--- src/rtl/reg_serial_port.sv ---
// Parallel-request front end for the bit-serial register file: one 32-cycle rotate pass per request.
// Optional REG_SERIAL_PORT_HAZARD_STALL_EN adds a read-only pass ahead of writes that read their own rd.
module reg_serial_port #(
  parameter int WIDTH = 32,
  parameter int SEL_W = 4
) (
  input  logic             clk,
  input  logic             rst,
  input  logic             req_valid,
  output logic             req_ready,
  input  logic [SEL_W-1:0] req_rs1,
  input  logic [SEL_W-1:0] req_rs2,
  input  logic [SEL_W-1:0] req_rd,
  input  logic             req_we,
  input  logic [WIDTH-1:0] req_wdata,
  output logic             rsp_valid,
  output logic [WIDTH-1:0] rsp_rdata1,
  output logic [WIDTH-1:0] rsp_rdata2,
  output logic [SEL_W-1:0] rf_r_sel1,
  output logic [SEL_W-1:0] rf_r_sel2,
  input  logic             rf_r_value1,
  input  logic             rf_r_value2,
  output logic [SEL_W-1:0] rf_write_register,
  output logic             rf_write_value,
  output logic             rf_wr_en,
  output logic             rf_shift
);

  localparam int CNT_W = $clog2(WIDTH);
  localparam logic [CNT_W-1:0] CNT_LAST = CNT_W'(WIDTH - 1);

  typedef enum logic [1:0] {
    S_IDLE,
    S_PASS,
    S_DONE
`ifdef REG_SERIAL_PORT_HAZARD_STALL_EN
    , S_HAZ
`endif
  } state_e;

  state_e           state_q, state_d;
  logic [CNT_W-1:0] cnt_q, cnt_d;
  logic [SEL_W-1:0] rs1_q, rs1_d, rs2_q, rs2_d, rd_q, rd_d;
  logic             we_q, we_d;
  logic [WIDTH-1:0] wdata_q, wdata_d;
  logic [WIDTH-1:0] rdata1_q, rdata1_d, rdata2_q, rdata2_d;
  logic [CNT_W-1:0] wbit;
  logic             capture_en;
`ifdef REG_SERIAL_PORT_HAZARD_STALL_EN
  logic             frozen_q, frozen_d;
  logic             hazard;

  assign hazard = req_we && (req_rd != '0) && ((req_rs1 == req_rd) || (req_rs2 == req_rd));
`endif

  // The file inserts the written bit at position 1 and then rotates it 31-cnt more times,
  // so bits are fed in the order 0,31,30..1 to land each one in place at the end of the pass.
  assign wbit = CNT_W'(WIDTH - int'(cnt_q));

  // NOTE: every next-state value and output gets a default first, so no path through the case
  // leaves one unassigned and infers a latch.
  always_comb begin
    state_d           = state_q;
    cnt_d             = cnt_q;
    rs1_d             = rs1_q;
    rs2_d             = rs2_q;
    rd_d              = rd_q;
    we_d              = we_q;
    wdata_d           = wdata_q;
    rdata1_d          = rdata1_q;
    rdata2_d          = rdata2_q;
    req_ready         = 1'b0;
    rsp_valid         = 1'b0;
    rf_r_sel1         = '0;
    rf_r_sel2         = '0;
    rf_write_register = '0;
    rf_write_value    = 1'b0;
    rf_wr_en          = 1'b0;
    rf_shift          = 1'b0;
`ifdef REG_SERIAL_PORT_HAZARD_STALL_EN
    frozen_d          = frozen_q;
    capture_en        = !frozen_q;
`else
    capture_en        = 1'b1;
`endif

    case (state_q)
      S_IDLE: begin
        req_ready = 1'b1;
        if (req_valid) begin
          rs1_d   = req_rs1;
          rs2_d   = req_rs2;
          rd_d    = req_rd;
          we_d    = req_we;
          wdata_d = req_wdata;
          cnt_d   = '0;
          state_d = S_PASS;
`ifdef REG_SERIAL_PORT_HAZARD_STALL_EN
          frozen_d = 1'b0;
          if (hazard) state_d = S_HAZ;
`endif
        end
      end

`ifdef REG_SERIAL_PORT_HAZARD_STALL_EN
      // Read-only pass: captures the clean old values before the write pass disturbs them.
      S_HAZ: begin
        rf_shift          = 1'b1;
        rf_r_sel1         = rs1_q;
        rf_r_sel2         = rs2_q;
        rf_write_register = rd_q;
        rdata1_d          = {rdata1_q[WIDTH-2:0], rf_r_value1};
        rdata2_d          = {rdata2_q[WIDTH-2:0], rf_r_value2};
        cnt_d             = cnt_q + CNT_W'(1);
        if (cnt_q == CNT_LAST) begin
          state_d  = S_PASS;
          frozen_d = 1'b1;
        end
      end
`endif

      S_PASS: begin
        rf_shift          = 1'b1;
        rf_r_sel1         = rs1_q;
        rf_r_sel2         = rs2_q;
        rf_write_register = rd_q;
        rf_wr_en          = we_q && (rd_q != '0);
        rf_write_value    = wdata_q[wbit];
        if (capture_en) begin
          rdata1_d = {rdata1_q[WIDTH-2:0], rf_r_value1};
          rdata2_d = {rdata2_q[WIDTH-2:0], rf_r_value2};
        end
        cnt_d = cnt_q + CNT_W'(1);
        if (cnt_q == CNT_LAST) state_d = S_DONE;
      end

      S_DONE: begin
        rsp_valid = 1'b1;
        state_d   = S_IDLE;
      end

      default: state_d = S_IDLE;
    endcase
  end

  // NOTE: sequential state uses non-blocking assignments so every flop sees pre-edge values.
  always_ff @(posedge clk or posedge rst) begin
    if (rst) begin
      state_q  <= S_IDLE;
      cnt_q    <= '0;
      rs1_q    <= '0;
      rs2_q    <= '0;
      rd_q     <= '0;
      we_q     <= 1'b0;
      wdata_q  <= '0;
      rdata1_q <= '0;
      rdata2_q <= '0;
`ifdef REG_SERIAL_PORT_HAZARD_STALL_EN
      frozen_q <= 1'b0;
`endif
    end else begin
      state_q  <= state_d;
      cnt_q    <= cnt_d;
      rs1_q    <= rs1_d;
      rs2_q    <= rs2_d;
      rd_q     <= rd_d;
      we_q     <= we_d;
      wdata_q  <= wdata_d;
      rdata1_q <= rdata1_d;
      rdata2_q <= rdata2_d;
`ifdef REG_SERIAL_PORT_HAZARD_STALL_EN
      frozen_q <= frozen_d;
`endif
    end
  end

  assign rsp_rdata1 = rdata1_q;
  assign rsp_rdata2 = rdata2_q;

endmodule

--- config.mk ---
export PLATFORM = sky130hd
export DESIGN_NAME = reg_serial_port
export DESIGN_NICKNAME = d
export VERILOG_FILES = /design/src/rtl/reg_serial_port.sv
export SDC_FILE = /design/constraint.sdc
export NUM_CORES = 1
export LEC_CHECK = 0
export BUFFER_PORTS_ARGS = -buffer_cell sky130_fd_sc_hd__buf_2
export CAP_MARGIN = 0
export CELL_PAD_IN_SITES_DETAIL_PLACEMENT = 1
export CELL_PAD_IN_SITES_GLOBAL_PLACEMENT = 1
export CORE_UTILIZATION = 40
export DETAILED_ROUTE_END_ITERATION = 10
export GPL_TIMING_DRIVEN = 0
export HOLD_SLACK_MARGIN = 0.02
export PLACE_DENSITY_LB_ADDON = 0.1
export SETUP_SLACK_MARGIN = 0.5
export SLEW_MARGIN = 5
export SYNTH_ARGS = -nofsm -noshare
export SYNTH_HDL_FRONTEND = slang
export SYNTH_SLANG_ARGS = --single-unit
--- constraint.sdc ---
create_clock -name clk -period 3.84 [get_ports clk]
set_input_delay 0.192 -clock clk [delete_from_list [all_inputs] [get_ports clk]]
set_output_delay 0.192 -clock clk [all_outputs]
set_load 0.02 [all_outputs]
# After elaboration in Yosys (flattened, before gate mapping)
# Cells that the tools add are included.
[totals] out_inout_bits=81 in_bits=50 ff_bits=116
[op_classes] n_eq_ne=5 magnitude_cmp=1 add_sub_neg=2 reduce_logical=7 mux=15
[op_table] operator="$mux 4" n=3
[op_table] operator="$pmux 5 s2" n=1
[op_table] operator="$lt 5x6->1 const B" n=1
[op_table] operator="$mux 1" n=6
[op_table] operator="$reduce_and 2->1" n=3
[op_table] operator="$add 5x1->5 const B" n=1
[op_table] operator="$bmux 1 s5" n=1
[op_table] operator="$eq 5x5->1 const B" n=1
[op_table] operator="$mux 5" n=1
[op_table] operator="$sub 1x5->5 const A" n=1
[op_table] operator="$mux 2" n=2
[op_table] operator="$ne 2x2->1 const B" n=2
[op_table] operator="$pmux 2 s2" n=1
[op_table] operator="$reduce_bool 4->1" n=1
[op_table] operator="$eq 2x1->1 const B" n=1
[op_table] operator="$eq 2x2->1 const B" n=1
[op_table] operator="$logic_not 2->1" n=1
[op_table] operator="$reduce_bool 2->1" n=1
[op_table] operator="$logic_and 1x1->1" n=1

# Longest topological paths before layout
# Gate-level depths: netlist (run 1).
[logic_depth] ltp_word=4 depth_mapped=9

# Least setup slack after synthesis (run 1)
# No wires, ideal clock.
[synth_timing] kind="reg2out" start="reg cnt_q[0]" end="out rf_write_value" required_ns=3.648 arrival_time_ns=1.897 setup_slack_ns=1.751 stages_incl_launch_ff=10 cell_sequence="dfrtp_1 > buf_6 > buf_12 > inv_1 > ha_1 > xor2_1 > nor2_1 > a22o_1 > a221oi_1 > and3_1"
[synth_between] elab_chain_len=4
[synth_lines] item="start: declaration" line_no="42" rtl="logic [CNT_W-1:0] cnt_q, cnt_d;"
[synth_lines] item="start signal: assignment" line_no="163" rtl="cnt_q <= cnt_d;"
[synth_lines] item="$sub 1x5->5" line_no="58" rtl="assign wbit = CNT_W'(WIDTH - int'(cnt_q));"
[synth_lines] item="$bmux 1 s5" line_no="128" rtl="rf_write_value = wdata_q[wbit];"
[synth_lines] item="$mux 1 (implied by the code)" line_no="128"
[synth_lines] item="$mux 1" line_no="87" rtl="case (state_q)"
[synth_lines] item="end: declaration" line_no="24" rtl="output logic rf_write_value,"
# No other way between the ends. The select of a mux whose other input is x is not followed.

# Worst setup path in the final report (run 1)
# Same ends and word-level chain as after synthesis.

==> results of run 1 <==
routing by layer:
layer  global-route usage (%)  vias up  part of all wire, %  wire length, um
li1                         -     1880                    -                -
met4                     7.89        0                  1.5              184
met2                     36.7       83                   52             6440
met5                        0        -                    0                0
met3                     5.42       15                  4.0              493
met1                     25.6     1935                   43             5300
logic make-up (layout without fill, tap and decap cells):
group	Yosys count	in the layout
and+or+nand+nor	236	236
DFF	116	116
muxes	58	58
buffers and inverters	33	235
AOI/OAI and AO/OA	14	14
adders and majority gates	3	3
xor gates and xnor gates	3	3
what timing repair did:
item,in CTS,in global routing
hold buffers,39,0
endpoints found under the hold margin,92,0
gates resized for setup,0,0
worst register-to-register path, delay by kind of cell, from the launching register on:
kind                   cells  cell delay, ps
buffers and inverters      2             560
flip-flops                 1             390
multiplexers               1             380
AND/OR/NAND/NOR            2             300
path summary, 6_finish.rpt:
path                                            startpoint                    endpoint  cells after the start
worst max-delay path                  cnt_q[0]$_DFFE_PP0P_              rf_write_value                     10
worst min-delay path                          req_wdata[4]      wdata_q[4]$_DFFE_PP0P_                      2
worst max register to register      state_q[0]$_DFFE_PP0P_     wdata_q[17]$_DFFE_PP0P_                      5
worst min register to register  rsp_rdata2[31]$_DFFE_PP0P_  rsp_rdata2[31]$_DFFE_PP0P_                      2
max in group asynchronous                              rst      wdata_q[7]$_DFFE_PP0P_                      4
min in group asynchronous                              rst  rsp_rdata2[29]$_DFFE_PP0P_                      3
power groups by stage:
stage               combinational, mW  clock (mW)  sequential, mW
finish                           2.74        1.50            2.15
floorplan                        1.58           0            2.43
global placement                 2.65           0            2.12
CTS                              2.79        1.54            2.15
detailed placement               2.74           0            2.17
global route                     3.02        1.58            2.23
stage by stage:
stage	instance area [um2]	utilization (%)	std cells	setup TNS, ps
2_1_floorplan	4970	-	463	0
3_3_place_gp	5830	48.4	761	-87650
3_5_place_dp	5870	48.6	762	0
4_1_cts	6820	56.5	833	0
5_1_grt	6820	56.5	833	0
6_report	6820	56.5	833	0
state kept, by name (all words and copies together), names as in the netlist:
register,cells
cnt_q,5
rd_q,4
rs1_q,4
rs2_q,4
rsp_rdata1,32
rsp_rdata2,32
state_q,2
wdata_q,32
we_q,1
final cells by class:
type / instances / area (um2) / share of cell area [%]
sequential: 116 / 2900 / 42.6
clock inverter: 13 / 115 / 1.69
multi-input combinational: 314 / 1870 / 27.5
clock buffer: 19 / 443 / 6.50
inverter: 4 / 20.0 / 0.294
buffer: 29 / 181 / 2.66
timing repair buffer: 170 / 1070 / 15.7
tap: 168 / 210 / 3.08
placed cells by master (no fill, tap or decap), types with 2 or more instances in the layout:
cell	count
mux2i_1	4
inv_1	2
nand2b_1	3
dlygate4sd3_1	39
ha_1	3
o21ai_1	2
bufinv_16	2
nor2b_1	2
dfrtp_1	116
and3_1	2
xor2_1	2
mux2_2	46
and2_1	14
o21ai_0	3
nor2_1	7
mux4_1	3
buf_4	2
mux4_2	5
buf_6	2
clkbuf_16	17
o22ai_1	2
nand2_1	202
clkinv_2	11
clkbuf_1	12
clkbuf_8	3
nand3b_1	2
buf_2	141
==> results.txt, run 1 <==
----------------------------------------------------
[Timing]
  Hold Worst Slack ... 23.7 ps
  PnR worst setup slack ... 1070 ps
  Final period demand of the worst path ... 2770 ps
  Slew margin rel. ... 64.7%
  Final worst-path cycle share ... 72.2%
  Actual transition at the worst max-transition pin ... 530 ps
  Final-report setup violation count ... 0
  Number of hold violations in the final report ... 0
  Top achievable clock speed ... 360 MHz
  Final Skew ... 3.76 ps
  Number of slew-limit violations in the final report ... 0
  Unrepaired setup endpoints after global routing ... no

[Drt]
  Via density ... 4.70
  WL/cell ... 14.9 um
  DRT Pass-1 Iters ... 4
  Post-detailed-route count of antenna-violating nets ... 0
  Vias after detailed routing ... 3913
  Post-route DRC ... 0
  Violation count after the first detailed-routing iteration ... 133
  Wirelength, routed ... 12.4 mm

[Setup path]
  Data arrival at the endpoint of the critical path ... 2580 ps
  Max incr delay on CP ... 390 ps
  Kind of cell adding the most delay to the critical path ... buffers and inverters
  CP bufs+invs ... 4
  Worst path cell trace ... buf_6 > buf_12 > inv_1 > ha_1 > xor2_1 > nor2_1 > a22o_1 > a221oi_1 > and3_1 > buf_2
  Critical Path End Type ... primary output
  Critical Path Start Type ... register
  Worst setup path class ... reg -> out
  Worst R2R Setup Slack ... 2080 ps
  Maximum fanout encountered on the critical timing path ... 10
  Data required time of the critical path ... 3650 ps
  Critical path's slowest cell ... dfrtp_1

[Clocking]
  Postcts setup bufs ... 0
  Number of buffers on the longest clock path ... 2
  CTS sink cnt ... 116
  CTS buffer count ... 17
  Clk slew on worst S/H paths ... 50 ps
  H-tree depth ... 4
  Clock root buffer ... clkbuf_16
  Clock network latency to the later pin of the worst-skew pair ... 410 ps
  Clock tree from TritonCTS ... done

[Yosys]
  Main flop type after synthesis ... dfrtp_1
  Adder and majority gate portion of the synthesized area ... 0.755%
  Count of mapped cells out of synthesis ... 463
  Async SR Flop Fraction ... 100%
  Area fraction in and, or, nand and nor cells after synthesis ... 19.3%
  Mean post-synth cell area ... 10.7 um2
  Share of the synthesized area in compound gates (AO/OA/AOI/OAI) ... 1.86%
  Post-synth cell types ... 37
  Post-synthesis sequential element count ... 116
  Post-Synth XOR/XNOR Area ... 0.679%
  Yosys warnings ... 0
  Dominant cells by area after synthesis ... dfrtp_1 58%, nand2_1 15%, mux2_2 10%
  Number of flops mapped to enable cells by yosys ... 0
  Library cell with the largest summed area after synthesis ... dfrtp_1
  Synthesized Nets ... 516
  Top cells by count, synth ... 202 x nand2_1, 116 x dfrtp_1, 46 x mux2_2
  Post-synthesis mux area share ... 15.1%
  Sequential area share after synthesis ... 58.4%
  Main combinational cell family by area after synthesis ... simple AND/OR/NAND/NOR gates
  Leading cell type by number of instances after synthesis ... nand2_1
  Portion of synthesized cell area occupied by the leading cell type ... 58.4%
  Syn Std Cell Area ... 4970 um2

[Layout]
  Net count, final ... 705
  Fill count ... 1356
  Post-synthesis to final-layout area growth ... 37.0%
  Fraction of layout instances using a drive strength above 1 ... 35.3%
  N_diodes ... 0

[Power and ir drop]
  Power, Total ... 6.39 mW
  Power per cell area ... 937 nW/um2
  LEAKAGE ... 3.54 nW
  NetSw ... 2.49 mW
  Share of total power in combinational logic ... 42.9%
  Sequential share of power ... 33.6%
  Power Internal ... 3.90 mW
  Switching part of the total power ... 39.0%
  Peak supply drop ... 0.426 mV
  Portion of total power attributed to the clock network ... 23.5%

[Die]
  Die outline area ... 12900 um2
  Die X ... 114 um
  Core area ... 12100 um2
  Starting Density ... 41.2%
  Ports placed on the boundary ... 131
  Height of the die ... 114 um
  Number of placement rows ... 40

[Global routing]
  Global-route wire length before repair ... 20.9 mm
  Number of global-route vias before repair ... 4169
  Maximum number of pins on one net before global-route repair ... 63
  Total congestion overflow ... 0
  Antenna violations before repair ... 0
  Overall global routing resource usage ... 21.3%

[Placed design]
  GP Congestion ... 0.771
  Dpl hpwl ... 8.18 mm
  Port bufs ... 130
  Placement-stage worst setup slack ... 1460 ps

[Flow run]
  Number of max-cap violations ... 0

[Min path]
  Hold WC Path Type ... in -> reg

[Outcome]
  Outcome ... completed

----------------------------------------------------
Power figures use the tool's default switching activity.
==> inputs of run 2 (changes only) <==
- ABC_AREA: not set -> 1
- CORE_UTILIZATION: 40 -> 38
- clock period: 3.84 -> 2.8 ns (I/O delays scaled with it)
==> results.txt, run 2 <==
----------------------------------------------------
[Setup path]
  Max incr delay on CP ... 430 ps
  Maximum fanout encountered on the critical timing path ... 10
  Worst path cell trace ... inv_4 > buf_8 > ha_4 > inv_2 > buf_4 > nand3_1 > nand3_1 > nand3_1 > nand3_1 > nand2_1 > nor2_2 > buf_4
  Critical Path Start Type ... register
  Data arrival at the endpoint of the critical path ... 2130 ps
  Data required time of the critical path ... 2660 ps
  Critical Path End Type ... primary output
  Cell type with the highest occurrence count on the critical path ... nand3_1
  Worst setup path class ... reg -> out
  FF-to-FF path depth ... 7
  Critical path's slowest cell ... dfrtp_2

[Global routing]
  Total congestion overflow ... 0
  Number of global-route vias before repair ... 4901
  Maximum number of pins on one net before global-route repair ... 34
  Antenna violations before repair ... 0
  Overall global routing resource usage ... 23.5%
  Global-route wire length before repair ... 23.8 mm

[Placed design]
  Placement-stage worst setup slack ... 414 ps
  Dpl hpwl ... 9.55 mm
  GP Congestion ... 0.769
  Placed cell areas ... 5830 um2
  Port bufs ... 130

[Yosys]
  Sequential area share after synthesis ... 59.2%
  Leading cell type by number of instances after synthesis ... nand2_1
  Main flop type after synthesis ... dfrtp_1
  Mean post-synth cell area ... 8.18 um2
  Top cells by count, synth ... 285 x nand2_1, 116 x dfrtp_1, 47 x inv_1
  Yosys warnings ... 0
  Syn Std Cell Area ... 4900 um2
  Number of flops mapped to enable cells by yosys ... 0
  Synthesized Nets ... 652
  Count of mapped cells out of synthesis ... 599
  Post-synthesis sequential element count ... 116
  Portion of synthesized cell area occupied by the leading cell type ... 59.2%
  Library cell with the largest summed area after synthesis ... dfrtp_1
  Async SR Flop Fraction ... 100%
  Dominant cells by area after synthesis ... dfrtp_1 59%, nand2_1 22%, o21ai_0 4.5%
  Post-synth cell types ... 22

[Die]
  Starting Density ... 38.8%
  Ports placed on the boundary ... 131
  Height of the die ... 116 um
  Core area ... 12600 um2
  Die X ... 116 um
  Die outline area ... 13400 um2
  Number of placement rows ... 41

[Flow run]
  Number of max-cap violations ... 0

[Timing]
  Slew margin rel. ... 49.5%
  Actual transition at the worst max-transition pin ... 756 ps
  Number of hold violations in the final report ... 0
  Unrepaired setup endpoints after global routing ... yes
  Sum Neg Setup Slack ... 0 ps
  Final worst-path cycle share ... 81.2%
  Final Skew ... 5.54 ps
  PnR worst setup slack ... 526 ps
  Final-report setup violation count ... 0
  Number of slew-limit violations in the final report ... 0
  Top achievable clock speed ... 440 MHz
  Final period demand of the worst path ... 2270 ps

[Drt]
  Met1 layer wirelength in the final routing ... 6.14 mm
  Uppermost layer routed ... met4
  Violation count after the first detailed-routing iteration ... 133
  Post-detailed-route count of antenna-violating nets ... 0
  WL/cell ... 14.8 um
  DRT Pass-1 Iters ... 4
  Via density ... 4.65
  Vias after detailed routing ... 4577
  Met3 wire length ... 638 um
  Post-route DRC ... 0
  Met2 Routed Length ... 7.59 mm
  Wirelength, routed ... 14.6 mm

[Clocking]
  Clk slew on worst S/H paths ... 60 ps
  CTS sink cnt ... 116
  Clock root buffer ... clkbuf_16
  CTS buffer count ... 17
  Number of buffers on the longest clock path ... 2
  H-tree depth ... 4
  Clock tree from TritonCTS ... done
  Clock network latency to the later pin of the worst-skew pair ... 410 ps

[Power and ir drop]
  Power, Total ... 8.64 mW
  Peak supply drop ... 0.576 mV
  Power per cell area ... 1250 nW/um2
  LEAKAGE ... 3.79 nW

[Layout]
  Net count, final ... 857
  Post-synthesis to final-layout area growth ... 41.4%
  Most frequent standard cell in the layout excluding fill and tap cells ... nand2_1
  N_diodes ... 0
  Fill count ... 1583
  Most frequent cells in the layout ... 285 x nand2_1, 138 x buf_2, 115 x dfrtp_1
  Fraction of layout instances using a drive strength above 1 ... 24.0%
  Non-Filler Cell Area, Final ... 6930 um2

[Min path]
  Hold depth ... 4
  Hold WC Path Type ... in -> reg

[Outcome]
  Outcome ... completed

----------------------------------------------------
## run 2: cell count changes after synthesis, sizes merged, moves of 4 or more
| cell | before | now |
|---|---|---|
| and2 | 14 | 0 |
| inv | 4 | 50 |
| mux2 | 46 | 0 |
| mux2i | 4 | 0 |
| mux4 | 8 | 0 |
| nand2 | 202 | 286 |
| nand3 | 1 | 22 |
| nor2 | 7 | 36 |
| o21ai | 5 | 48 |
## run 2: path summary, 6_finish.rpt
kind / startpoint / end / slack [ps]
worst max-delay path: cnt_q[0]$_DFFE_PP0P_ / rf_write_value / 530
worst min-delay path: req_valid / wdata_q[24]$_DFFE_PP0P_ / 100
worst max register to register: state_q[1]$_DFFE_PP0P_ / wdata_q[10]$_DFFE_PP0P_ / 1300
worst min register to register: wdata_q[17]$_DFFE_PP0P_ / wdata_q[17]$_DFFE_PP0P_ / 480
max in group asynchronous: rst / wdata_q[29]$_DFFE_PP0P_ / 1780
min in group asynchronous: rst / rsp_rdata2[20]$_DFFE_PP0P_ / 410
## run 2: cells by family (layout without fill, tap and decap cells)
group,count (synthesis),count (layout),share of synthesized area (%)
flip-flops,116,116,59.2
adder cells (fa/ha/maj),3,3,0.766
AND/OR/NAND/NOR,346,346,27.3
buffers and inverters,79,292,6.69
XOR/XNOR,3,3,0.536
AO/OA/AOI/OAI,52,52,5.49
## run 2: routing by layer
layer,GRT usage [%],vias to the layer above
met5,0,-
met3,5.86,19
li1,-,2227
met1,27.3,2233
met2,41.6,98
met4,9.52,0
## run 2: cell type report
class / instances / area (um2) / share of cell area (%)
Timing Repair Buffer: 186 / 1230 / 17.8
Multi-Input combinational cell: 404 / 1710 / 24.6
Clock buffer: 20 / 467 / 6.73
Tap cell: 172 / 215 / 3.10
Sequential cell: 116 / 2900 / 41.9
Buffer: 29 / 154 / 2.22
Clock inverter: 7 / 60.1 / 0.866
Inverter: 50 / 194 / 2.80
## run 2: report_power, final
group | internal [mW] | leakage [nW] | switching (mW)
clock | 1.25 | 0.269 | 0.726
sequential | 2.41 | 1.46 | 0.437
combinational | 1.35 | 2.06 | 2.46
## run 2: through the flow
| step | util (%) | cells | hold WS (ps) |
|---|---|---|---|
| CTS | 54.9 | 984 | 91.7 |
| global route | 54.9 | 984 | 113 |
| finish | 54.9 | 984 | 102 |
| global placement | 45.7 | 901 | 334 |
| floorplan | - | 599 | 250 |
| detailed placement | 46.2 | 904 | 309 |
## run 2: critical path, delay by kind of cell, from the launching register on
family	cells	cell delay [ps]
adders and majority gates	1	210
DFF	1	430
buffers and inverters	5	580
and+or+nand+nor	6	490
## run 2: timing repair
item | CTS | global route
pin swaps | 1 | 0
setup buffers | 5 | 0
gates resized for setup | 13 | 3
hold buffers | 48 | 0
hold endpoints to repair | 75 | 0
endpoints found under the setup margin | 1 | 14
==> inputs of run 3 (changes only) <==
- CORE_UTILIZATION: 38 -> 34
- clock period: 2.8 -> 1.8 ns (I/O delays scaled with it)
==> results.txt, run 3 (synthesis gave the netlist of run 2 again) <==
----------------------------------------------------
[Outcome]
  Outcome ... finished with violations
  Violated checks ... negative setup slack

[Die]
  Number of placement rows ... 43
  Die X ... 122 um
  Die outline area ... 14900 um2
  Core area ... 14000 um2
  Height of the die ... 122 um
  Ports placed on the boundary ... 131
  Starting Density ... 35.0%

[Timing]
  Hold Worst Slack ... 167 ps
  Final Skew ... 8.11 ps
  Top achievable clock speed ... 448 MHz
  Final-report setup violation count ... 21
  Number of slew-limit violations in the final report ... 0
  Final period demand of the worst path ... 2230 ps
  Unrepaired setup endpoints after global routing ... yes
  Number of hold violations in the final report ... 0
  Slew margin rel. ... 44.9%
  Actual transition at the worst max-transition pin ... 822 ps
  Sum Neg Setup Slack ... -1350 ps
  PnR worst setup slack ... -434 ps
  Final worst-path cycle share ... 124%

[Clocking]
  Clock network latency to the later pin of the worst-skew pair ... 410 ps
  Clk slew on worst S/H paths ... 60 ps
  H-tree depth ... 4
  Number of buffers on the longest clock path ... 2
  Clock tree from TritonCTS ... done
  CTS buffer count ... 17
  CTS sink cnt ... 116
  Clock root buffer ... clkbuf_16

[Setup path]
  Kind of cell adding the most delay to the critical path ... simple AND/OR/NAND/NOR gates
  Worst R2R Setup Slack ... -70 ps
  FF-to-FF path depth ... 12
  Reg2reg end ... rd_q[0]$_DFFE_PP0P_
  Critical path startpoint ... cnt_q[0]$_DFFE_PP0P_
  Data required time of the critical path ... 1710 ps
  CP bufs+invs ... 4
  Critical path's slowest cell ... dfrtp_2
  Source of the worst register-to-register timing path ... state_q[0]$_DFFE_PP0P_
  Cell type with the highest occurrence count on the critical path ... nand3_1
  Worst path cell trace ... inv_4 > buf_8 > ha_4 > clkbuf_8 > nand3_1 > nand3_1 > nand3_1 > nand3_1 > nand2_2 > nor2_4 > buf_6
  Maximum fanout encountered on the critical timing path ... 5
  Critical Path Start Type ... register
  Data arrival at the endpoint of the critical path ... 2140 ps
  Critical Path End Type ... primary output
  Max incr delay on CP ... 400 ps
  Worst setup path class ... reg -> out

[Global routing]
  Number of global-route vias before repair ... 5226
  Overall global routing resource usage ... 23.2%
  Antenna violations before repair ... 0
  Total congestion overflow ... 0
  Global-route wire length before repair ... 26.2 mm
  Maximum number of pins on one net before global-route repair ... 34

[Min path]
  Hold depth ... 5
  Hold Path End ... wdata_q[4]$_DFFE_PP0P_
  HP Start ... req_valid
  Hold WC Path Type ... in -> reg

[Layout]
  Net count, final ... 914
  Finished Core Util ... 65.5%
  Fin cells ... 1054
  Fraction of layout instances using a drive strength above 1 ... 51.9%
  N_diodes ... 0
  Post-synthesis to final-layout area growth ... 87.0%
  Non-Filler Cell Area, Final ... 9170 um2
  Most frequent cells in the layout ... 159 x nand2_1, 116 x buf_2, 114 x dfrtp_1
  Most frequent standard cell in the layout excluding fill and tap cells ... nand2_1
  Fill count ... 1528

[Drt]
  Vias after detailed routing ... 5057
  Via density ... 4.80
  Post-detailed-route count of antenna-violating nets ... 0
  Post-route DRC ... 0
  Wirelength, routed ... 19.5 mm
  Violation count after the first detailed-routing iteration ... 166
  DRT Pass-1 Iters ... 4
  WL/cell ... 18.5 um

[Power and ir drop]
  Portion of total power attributed to the clock network ... 20.8%
  Sequential share of power ... 26.0%
  Peak supply drop ... 0.931 mV
  NetSw ... 7.51 mW
  Share of total power in combinational logic ... 53.2%
  Power, Total ... 18.1 mW
  Power per cell area ... 1970 nW/um2
  LEAKAGE ... 4.81 nW
  Power Internal ... 10.6 mW
  Switching part of the total power ... 41.5%

[Flow run]
  Number of max-cap violations ... 0

[Placed design]
  Placement-stage worst setup slack ... -424 ps
  Port bufs ... 130
  Dpl hpwl ... 9.68 mm
  GP Congestion ... 0.758
  Placed cell areas ... 5950 um2
  Number of placed instances, taps included ... 912

----------------------------------------------------
==> run 3: metal layers <==
metal	up-vias	wire length [um]	track usage (%)
met5	-	0	0
li1	2367	-	-
met1	2532	7580	25.8
met3	20	684	5.57
met4	0	253	8.08
met2	138	11000	42.9
==> run 3: worst max-delay path by stage <==
stage	endpoint	depth (start not counted)
2_1_floorplan	rf_write_value	11
3_3_place_gp	wdata_q[6]$_DFFE_PP0P_	2
3_5_place_dp	rf_write_value	10
4_1_cts	rf_write_value	12
5_1_grt	rf_write_value	11
6_report	rf_write_value	11
==> run 3: worst min-delay path, stage by stage <==
cell and delay (ps):
buf_2 100, nand2_4 80, inv_8 90, buf_8 110, o21ai_1 50
==> run 3: power by group through the flow <==
stage / registers [mW] / logic (mW) / clock network [mW]
6_report: 4.70 / 9.62 / 3.76
2_1_floorplan: 5.03 / 3.29 / 0
5_1_grt: 4.84 / 10.3 / 3.90
4_1_cts: 4.44 / 7.41 / 3.78
3_5_place_dp: 4.44 / 5.80 / 0
3_3_place_gp: 4.40 / 5.62 / 0
==> run 3: area by class of cell <==
cell class | count | area [um2] | area share (%)
Inverter | 50 | 233 | 2.54
Timing Repair Buffer | 242 | 2230 | 24.4
Tap cell | 180 | 225 | 2.46
Clock buffer | 20 | 447 | 4.87
Clock inverter | 12 | 204 | 2.23
Timing Repair inverter | 1 | 5.00 | 0.0546
Multi-Input combinational cell | 404 | 2470 | 27.0
Buffer | 29 | 440 | 4.81
Sequential cell | 116 | 2910 | 31.7
==> run 3: repair_timing <==
item / CTS / global route
buffers inserted: 22 / 20
gates cloned: 4 / 16
gates resized for setup: 177 / 272
pin swaps: 20 / 31
endpoints found under the hold margin: 76 / 0
setup endpoints to repair: 131 / 134
hold buffers: 48 / 0
